[config.mk]
export PLATFORM = sky130hd
export DESIGN_NAME = accum_drain_flat
export DESIGN_NICKNAME = d
export VERILOG_FILES = /design/src/rtl/accum_drain_pkg.sv /design/src/rtl/accum_drain_if.sv /design/src/rtl/accum_drain_fifo.sv /design/src/rtl/accum_drain.sv /design/src/flat_wrapper.sv
export SDC_FILE = /design/constraint.sdc
export NUM_CORES = 1
export LEC_CHECK = 0
export ABC_AREA = 0
export BUFFER_PORTS_ARGS = -buffer_cell sky130_fd_sc_hd__buf_2
export CAP_MARGIN = 20
export CORE_AREA = 2 2 406 408
export DETAILED_ROUTE_END_ITERATION = 6
export DIE_AREA = 0 0 408 410
export GPL_TIMING_DRIVEN = 0
export PLACE_DENSITY = 0.54
export SETUP_SLACK_MARGIN = 0.4
export SYNTH_ARGS = -nofsm -noshare
export SYNTH_HDL_FRONTEND = slang
export SYNTH_HIERARCHICAL = 1
export SYNTH_SLANG_ARGS = --single-unit
[constraint.sdc]
create_clock -name clk -period 24.6 [get_ports clk]
set_input_delay 1.23 -clock clk [delete_from_list [all_inputs] [get_ports clk]]
set_output_delay 1.23 -clock clk [all_outputs]
set_load 0.01 [all_outputs]
[src/rtl/accum_drain_pkg.sv]
// -----------------------------------------------------------------------------
// accum_drain_pkg
// Shared sizing for the accum_buf drain path and the drain FSM state encoding.
//   DEPTH_DEF / BATCH_DEF : default row count and lanes per row of accum_buf
//   ADDR_W                : accum_buf row address width
//   RES_W                 : width of one accumulated result lane
//   drain_state_t         : IDLE / RUN / FLUSH
// -----------------------------------------------------------------------------
package accum_drain_pkg;

    localparam int DEPTH_DEF = 256;
    localparam int BATCH_DEF = 32;
    localparam int ADDR_W    = 8;
    localparam int RES_W     = 16;

    typedef enum logic [1:0] {
        IDLE  = 2'd0,
        RUN   = 2'd1,
        FLUSH = 2'd2
    } drain_state_t;

endpackage

[src/rtl/accum_drain_if.sv]
// -----------------------------------------------------------------------------
// accum_drain_if
// Valid/ready result-row stream from the drain toward the output/DDR writer.
//   out_valid : row available
//   out_ready : consumer accepts the row
//   out_data  : BATCH result lanes, lane i at [i*RES_W +: RES_W]
//   out_last  : final row of the current drain
// master = producer (accum_drain), slave = consumer.
// -----------------------------------------------------------------------------
interface accum_drain_if
    import accum_drain_pkg::*;
#(
    parameter int DATA_W = BATCH_DEF * RES_W
);
    logic              out_valid;
    logic              out_ready;
    logic [DATA_W-1:0] out_data;
    logic              out_last;

    modport master (
        output out_valid,
        output out_data,
        output out_last,
        input  out_ready
    );

    modport slave (
        input  out_valid,
        input  out_data,
        input  out_last,
        output out_ready
    );
endinterface

[src/rtl/accum_drain_fifo.sv]
// -----------------------------------------------------------------------------
// sync_fifo
// Small synchronous FIFO used to absorb the accum_buf read latency.
//   clk, rst  : clock, synchronous active-high reset (pointers/count only)
//   push      : write push_data this cycle (caller guarantees not full)
//   push_data : entry to store
//   pop       : drop the head entry this cycle (caller guarantees not empty)
//   count     : number of stored entries
//   head      : oldest entry; held stable until popped
// Push and pop in the same cycle leave count unchanged.
// -----------------------------------------------------------------------------
module sync_fifo #(
    parameter int WIDTH = 8,
    parameter int DEPTH = 2
) (
    input  logic                       clk,
    input  logic                       rst,
    input  logic                       push,
    input  logic [WIDTH-1:0]           push_data,
    input  logic                       pop,
    output logic [$clog2(DEPTH+1)-1:0] count,
    output logic [WIDTH-1:0]           head
);
    localparam int PTR_W = $clog2(DEPTH);
    localparam int CNT_W = $clog2(DEPTH + 1);

    logic [WIDTH-1:0] mem [DEPTH];
    logic [PTR_W-1:0] wr_ptr;
    logic [PTR_W-1:0] rd_ptr;

    // DEPTH need not be a power of two, so wrap explicitly.
    function automatic logic [PTR_W-1:0] ptr_inc(input logic [PTR_W-1:0] p);
        return (p == PTR_W'(DEPTH - 1)) ? '0 : p + PTR_W'(1);
    endfunction

    always_ff @(posedge clk) begin
        if (rst) begin
            wr_ptr <= '0;
            rd_ptr <= '0;
            count  <= '0;
        end else begin
            if (push) wr_ptr <= ptr_inc(wr_ptr);
            if (pop)  rd_ptr <= ptr_inc(rd_ptr);
            case ({push, pop})
                2'b10:   count <= count + CNT_W'(1);
                2'b01:   count <= count - CNT_W'(1);
                default: count <= count;
            endcase
        end
    end

    // storage carries data only, no reset
    always_ff @(posedge clk) begin
        if (push) mem[wr_ptr] <= push_data;
    end

    assign head = mem[rd_ptr];

endmodule

[src/rtl/accum_drain.sv]
// -----------------------------------------------------------------------------
// accum_drain
// Walks a range of accum_buf rows through the store read port and streams
// each BATCH-wide row out on a valid/ready interface.
//   clk, rst   : clock, synchronous active-high reset
//   start      : 1-cycle pulse, begins a drain (ignored while busy)
//   base_addr  : first row to read, sampled with start
//   len        : rows to read, 0..DEPTH (larger values saturate to DEPTH)
//   busy       : drain in progress
//   done       : 1-cycle pulse after the final row handshake
//   sv_rd_addr : accum_buf read address (held when no read is issued)
//   sv_rd_data : row for the address registered on the previous cycle
//   out_if     : result row stream (master side)
// -----------------------------------------------------------------------------
module accum_drain
    import accum_drain_pkg::*;
#(
    parameter int DEPTH  = DEPTH_DEF,
    parameter int BATCH  = BATCH_DEF,
    parameter int FIFO_D = 2
) (
    input  logic                     clk,
    input  logic                     rst,
    input  logic                     start,
    input  logic [ADDR_W-1:0]        base_addr,
    input  logic [ADDR_W:0]          len,
    output logic                     busy,
    output logic                     done,
    output logic [ADDR_W-1:0]        sv_rd_addr,
    input  logic [BATCH*RES_W-1:0]   sv_rd_data,
    accum_drain_if.master            out_if
);
    localparam int DW    = BATCH * RES_W;
    localparam int LEN_W = ADDR_W + 1;
    localparam int CNT_W = $clog2(FIFO_D + 1);
    localparam int OCC_W = CNT_W + 1;

    localparam logic [1:0] S_IDLE  = IDLE;
    localparam logic [1:0] S_RUN   = RUN;
    localparam logic [1:0] S_FLUSH = FLUSH;

    logic [1:0]       state;
    logic [LEN_W-1:0] len_r;
    logic [LEN_W-1:0] issued;
    logic [LEN_W-1:0] cap_cnt;
    logic [ADDR_W-1:0] addr_ptr;
    logic             inflight;

    logic [LEN_W-1:0] len_sat;
    logic [OCC_W-1:0] occ;
    logic             issue;
    logic             pop;
    logic             push_last;
    logic [CNT_W-1:0] fifo_cnt;
    logic [DW:0]      fifo_head;
    logic             head_last;

    assign len_sat = (len > LEN_W'(DEPTH)) ? LEN_W'(DEPTH) : len;

    assign pop = out_if.out_valid & out_if.out_ready;

    // Occupancy the FIFO will have after this cycle's pop, counting the read
    // already on its way back. Issuing only below FIFO_D means a captured
    // row always has a slot, so stalls never drop or duplicate rows.
    assign occ   = OCC_W'(fifo_cnt) + OCC_W'(inflight) - OCC_W'(pop);
    assign issue = (state == S_RUN) && (issued < len_r) && (occ < OCC_W'(FIFO_D));

    assign push_last = (cap_cnt == len_r - LEN_W'(1));

    // ---- stage p0: read issue / FSM ----
    always_ff @(posedge clk) begin
        if (rst) begin
            state      <= S_IDLE;
            len_r      <= '0;
            issued     <= '0;
            cap_cnt    <= '0;
            addr_ptr   <= '0;
            sv_rd_addr <= '0;
            inflight   <= 1'b0;
            done       <= 1'b0;
        end else begin
            done     <= 1'b0;
            inflight <= issue;

            if (issue) begin
                sv_rd_addr <= addr_ptr;
                addr_ptr   <= (addr_ptr == ADDR_W'(DEPTH - 1)) ? '0
                                                               : addr_ptr + ADDR_W'(1);
                issued     <= issued + LEN_W'(1);
            end

            if (inflight) cap_cnt <= cap_cnt + LEN_W'(1);

            case (state)
                S_IDLE: begin
                    if (start) begin
                        len_r    <= len_sat;
                        addr_ptr <= base_addr;
                        issued   <= '0;
                        cap_cnt  <= '0;
                        if (len_sat == '0) done  <= 1'b1;
                        else               state <= S_RUN;
                    end
                end
                S_RUN: begin
                    if (issue && (issued == len_r - LEN_W'(1))) state <= S_FLUSH;
                end
                S_FLUSH: begin
                    // the tagged row leaving the FIFO empties the drain
                    if (pop && head_last) begin
                        done  <= 1'b1;
                        state <= S_IDLE;
                    end
                end
                default: state <= S_IDLE;
            endcase
        end
    end

    assign busy = (state != S_IDLE);

    // ---- stage p1: capture of the returned row into the FIFO ----
    sync_fifo #(
        .WIDTH (DW + 1),
        .DEPTH (FIFO_D)
    ) u_fifo (
        .clk       (clk),
        .rst       (rst),
        .push      (inflight),
        .push_data ({push_last, sv_rd_data}),
        .pop       (pop),
        .count     (fifo_cnt),
        .head      (fifo_head)
    );

    assign head_last        = fifo_head[DW];
    assign out_if.out_valid = (fifo_cnt != '0);
    assign out_if.out_data  = fifo_head[DW-1:0];
    // storage is not reset, so qualify the tag to keep out_last low when empty
    assign out_if.out_last  = out_if.out_valid & head_last;

endmodule

[src/flat_wrapper.sv]
// flat-port wrapper written by rule: the top's interface ports become plain ports
module accum_drain_flat import accum_drain_pkg::*;
#(
    parameter int DEPTH  = DEPTH_DEF,
    parameter int BATCH  = BATCH_DEF,
    parameter int FIFO_D = 2
)
  (clk, rst, start, base_addr, len, busy, done, sv_rd_addr, sv_rd_data, out_if_out_valid, out_if_out_data, out_if_out_last, out_if_out_ready);
  accum_drain_if #(.DATA_W((BATCH * RES_W))) out_if_i ();
  input  logic clk;
  input  logic rst;
  input  logic start;
  input  logic [ADDR_W-1:0] base_addr;
  input  logic [ADDR_W:0] len;
  output logic busy;
  output logic done;
  output logic [ADDR_W-1:0] sv_rd_addr;
  input  logic [BATCH*RES_W-1:0] sv_rd_data;
  output wire logic [$bits(out_if_i.out_valid)-1:0] out_if_out_valid;
  output wire logic [$bits(out_if_i.out_data)-1:0] out_if_out_data;
  output wire logic [$bits(out_if_i.out_last)-1:0] out_if_out_last;
  input wire logic [$bits(out_if_i.out_ready)-1:0] out_if_out_ready;
  assign out_if_out_valid = out_if_i.out_valid;
  assign out_if_out_data = out_if_i.out_data;
  assign out_if_out_last = out_if_i.out_last;
  assign out_if_i.out_ready = out_if_out_ready;
  accum_drain #(.DEPTH(DEPTH), .BATCH(BATCH), .FIFO_D(FIFO_D)) u_core (.clk(clk), .rst(rst), .start(start), .base_addr(base_addr), .len(len), .busy(busy), .done(done), .sv_rd_addr(sv_rd_addr), .sv_rd_data(sv_rd_data), .out_if(out_if_i));
endmodule
* Yosys cells after proc, flatten, opt, wreduce, memory -nomap -nowiden *
Memory sizes are Yosys's and may differ from the RTL's. A register that Yosys moved wholly into a read port is not among the register bits.
Index checks and enable logic that the tools add are counted.
Widths: inputs -> output; s select.

word-level totals
  bits of input ports = 533
  register bits after elaboration = 51
  memories kept = 1
  word-level logic and storage cells = 76
  RAM bits = 1,026
  output and inout port bits = 524

operators by class
  $lt $le $gt $ge = 3
  eq/ne operators = 11
  reduce and logical (&&, ||, !) cells = 11
  add/sub/neg operators = 10
  multiplexer cells = 27
  bitwise operators = 2

memory list
  name               depth  bits a word  rd ports  clocked after Yosys merged registers in  write ports  line                    RTL
  u_core.u_fifo.mem  2      513          1         1                                        1            accum_drain_fifo.sv:27  logic [WIDTH-1:0] mem [DEPTH];

operators with widths
  cell                 count
  $mux 9               7
  $mux 8               4
  $add 9x1->9 const B  2
  $eq 9x9->1           2
  $gt 9x9->1 const B   1
  $logic_not 9->1      1
  $lt 9x9->1           1
  $mux 1               9
  $sub 9x1->9 const B  1
  $add 8x1->8 const B  1
  $eq 8x8->1 const B   1
  $mux 2               4
  $ne 2x2->1 const B   3
  $pmux 2 s3           1
  $reduce_bool 2->1    3
  $eq 2x1->1 const B   2
  $eq 2x2->1 const B   2
  $logic_and 1x1->1    4
  $pmux 2 s2           1
  $reduce_and 4->1     1
  $add 2x1->3          1
  $lt 3x2->1 const B   1
  $sub 3x1->3          1
  $add 1x1->1 const B  2
  7 further kinds      8

* Logic depth before layout (Yosys ltp) *
  word-level depth = 8
  depth in mapped cells = 11
  gate-level depth less buffers = 9

* By module *
Netlist, hierarchy kept.

modules (own cells, without submodules)
  module       area an instance (µm²)  cells each  sequential area each (µm²)  instances
  sync_fifo    37,395.9                1,616       30,909.6                    1
  accum_drain  2,895.3                 364         940.9                       1

* Worst setup path before layout *
Ideal clock, no wire load.

  path type = reg-to-reg
  start = reg u_core.inflight
  end = mem u_core/u_fifo/mem[0][0] in the netlist's numbering (enable)
  slack = 1,422 ps
  arrival time = 21,777 ps
  stages on the path, launching flop included = 3
  library setup time = 1,400 ps
  buffers on the path = 0
  clock period less this slack = 23,178 ps
  required time = 23,200 ps
  cell sequence = dfxtp_1 > inv_1 > nor2_1

on the way
  cells in the longest elaborated chain, start to end = 2

RTL lines
  element                       line                    RTL
  from (decl)                   accum_drain.sv:47       logic inflight;
  from (signal assigned)        accum_drain.sv:83       inflight <= issue;
  $mux 1                        accum_drain_fifo.sv:54  if (push) mem[wr_ptr] <= push_data;
  $mux 1 (implied by the code)  accum_drain_fifo.sv:54
  to (decl)                     accum_drain_fifo.sv:27

Every way passes these cells.

==> reports/results.tsv <==
metric	value	unit
overflow	0	
drv_slew	0	
ant_nets	0	
die_w	408	um
run_status	finished clean	
fmax	267	MHz
dr.pass1.iters	4	
crit_arrival	2520	ps
pwr-share-seq	0.477	
yosysSeqAreaShare	0.791	
drc	0	
setup.worst_path.start_class	flop	
p_sw_frac	0.243	
rr_startpoint	u_core/inflight$_SDFF_PP0_	
syn_nets	2529	
fin_tns_setup	0	ps
grt_max_degree	61	
antenna_found_initial	72	
layout_common_cells	buf_2, edfxtp_1, mux2_2, clkbuf_16, buf_6	
cts_setup_buffers	0	
ys_ff_latch	1078	
required	23370	ps
synth_edf_count	1026	
gp_routability_congestion	0.820	
drv_cap	0	
placed_area	49100	sq um
rsz0062_at_grt	no	
slew_headroom	0.421	
cts_hold_buf	0	
worstSetupPathType	reg -> out	
final_net_count	3734	
io_pins	1057	
synthArstFlopShare	0	
power_density	82.7	nW/um^2
clockRootBuffer	clkbuf_16	
cts_sinks	1078	
hold_viol	0	
syn_area_per_cell	20.3	sq um
cts_buffer_depth	3	
critPathCaptureType	primary output	
wl_per_cell	21.9	um
vias	22665	
drt_iter0_drc	1354	
pwr-share-clk	0.388	
avgViaCountPerCell	4.13	
grt_usage	0.138	
drive_above_1_share	0.562	
routed_wirelength	120000	um
first_global_vias	22926	
grt_pass1_wl	165000	um
hp-class	reg -> reg	
min-delay-start	u_core/sv_rd_addr[6]$_SDFFE_PP0N_	
initial_core_util	0.246	
cts_tree	done	
stdcell_area	52900	sq um
skew	32.2	ps
p_leak	18.9	nW
worstSkewPairLatency	740	ps
layout_commonest_cell	buf_2	
synth_cell_type_count	54	
p_switching	1.06	mW
period_minus_slack	3750	ps
htreeDepth	3	
syn_area	40300	sq um
share_comb_of_total_power	0.136	
fp.dieArea	167000	sq um
coreArea	163000	sq um
synthFlopType	edfxtp_1	
synthCells	1980	
dp_hpwl	91600	um
numCtsBuffers	115	
path_clk_slew	60	ps
tightestPinTransition	866	ps
ys_warn_count	6	
die_h	410	um
ir_drop	58.9	uV
crit_path_max_fanout	10	
io_buffers	1056	
finalSetupViolCount	0	
p_int	3.31	mW
ctsResizeCount	0	
std_cell_rows	149	
min_period_over_period	0.152	
areaGrowthSynthToFinish	31.2	%
[stage by stage]
| stage | hold WS [ps] | util | setup WS, ps | std cells | power, mW |
|---|---|---|---|---|---|
| 6_report | 460 | 0.323 | 20850 | 5488 | 4.37 |
| 5_1_grt | 484 | 0.323 | 20640 | 5485 | 4.53 |
| 4_1_cts | 457 | 0.323 | 20610 | 5470 | 4.45 |
| 3_5_place_dp | 446 | 0.300 | 20520 | 5257 | 2.72 |
| 3_3_place_gp | 443 | 0.296 | -14290 | 5225 | 2.79 |
| 2_1_floorplan | 440 | - | 1420 | 1980 | 2.48 |
[worst max-delay path, cell delays in order (launching register included)]
cell	delay, ps
dfxtp_1	320
buf_6	230
buf_6	270
buf_6	300
mux2_2	430
buf_2	180
[power groups by stage]
stage | Sequential (mW) | Combinational [mW] | Clock [mW]
after floorplan | 2.17 | 0.313 | 0
after global placement | 2.21 | 0.585 | 0
after detailed placement | 2.12 | 0.603 | 0
after CTS | 2.08 | 0.606 | 1.76
after global routing | 2.09 | 0.633 | 1.81
final | 2.08 | 0.593 | 1.70
[metal layers]
metal	global-route usage	vias up	share of wire
met5	0	-	0.0013
met4	0.0566	24	0.035
met3	0.0487	273	0.079
met2	0.240	828	0.51
met1	0.152	11312	0.37
li1	-	10228	-
[final timing paths]
path	slack (ps)	endpoint	depth (start not counted)
worst max-delay path	20850	out_if_out_data[394]	5
worst min-delay path	460	u_core/sv_rd_addr[6]$_SDFFE_PP0N_	2
worst max register to register	20940	u_core/u_fifo/mem[0][354]$_DFFE_PP_	10
worst min register to register	460	u_core/sv_rd_addr[6]$_SDFFE_PP0N_	2
[Yosys cell counts, drive strengths merged (2+ instances only)]
cell | n | share of area
dfxtp | 52 | 0.026
o21ai | 8 | 0.00099
ha | 15 | 0.0047
nand3 | 9 | 0.0011
o2111ai | 3 | 0.00065
nor3 | 6 | 0.00087
a32oi | 2 | 0.00043
a311oi | 3 | 0.00065
a21oi | 25 | 0.0031
nand2 | 50 | 0.0047
nor4 | 3 | 0.00047
or3 | 3 | 0.00047
o32ai | 3 | 0.00065
buf | 64 | 0.016
a2111oi | 2 | 0.00059
clkbuf | 14 | 0.0013
nand2b | 7 | 0.0013
and2 | 8 | 0.0012
edfxtp | 1026 | 0.76
mux2 | 513 | 0.14
a211oi | 6 | 0.0012
xor2 | 28 | 0.0061
xnor2 | 18 | 0.0039
or4 | 4 | 0.00084
nand3b | 10 | 0.0019
nor2 | 46 | 0.0043
inv | 16 | 0.0015
or2 | 2 | 0.00031
mux2i | 2 | 0.00050
nand4 | 14 | 0.0022
and3 | 6 | 0.00093
[cell families after synthesis]
family | after synthesis | share of synthesized area
AO/OA/AOI/OAI | 62 | 0.0105
adder cells (fa/ha/maj) | 16 | 0.00515
buffers and inverters | 94 | 0.0192
flip-flops | 1078 | 0.791
AND/OR/NAND/NOR | 169 | 0.0208
XOR/XNOR | 46 | 0.0100
multiplexers | 515 | 0.144
[sequential cells by signal, summed over array words and instances, names as in the netlist, named ones only]
| name | flops |
|---|---|
| u_core/u_fifo/count | 2 |
| u_core/cap_cnt | 9 |
| u_core/done | 1 |
| u_core/u_fifo/mem | 1026 |
| u_core/len_r | 9 |
| u_core/u_fifo/wr_ptr | 1 |
| u_core/state | 2 |
| u_core/sv_rd_addr | 8 |
| u_core/u_fifo/rd_ptr | 1 |
| u_core/addr_ptr | 8 |
| u_core/inflight | 1 |
| u_core/issued | 9 |
[area by class of cell]
cell class              count  area [sq um]
multi-input cells         808          7680
inverters                  16          60.1
plain buffers              78           714
fillers                 16196        111000
flip-flops and latches   1078         31900
diodes                     18          45.0
repair buffers           1088          6040
clock inverters            69           696
clock buffers             144          3040
well taps                2189          2740
Note: power is estimated with default switching activity, not from simulation.
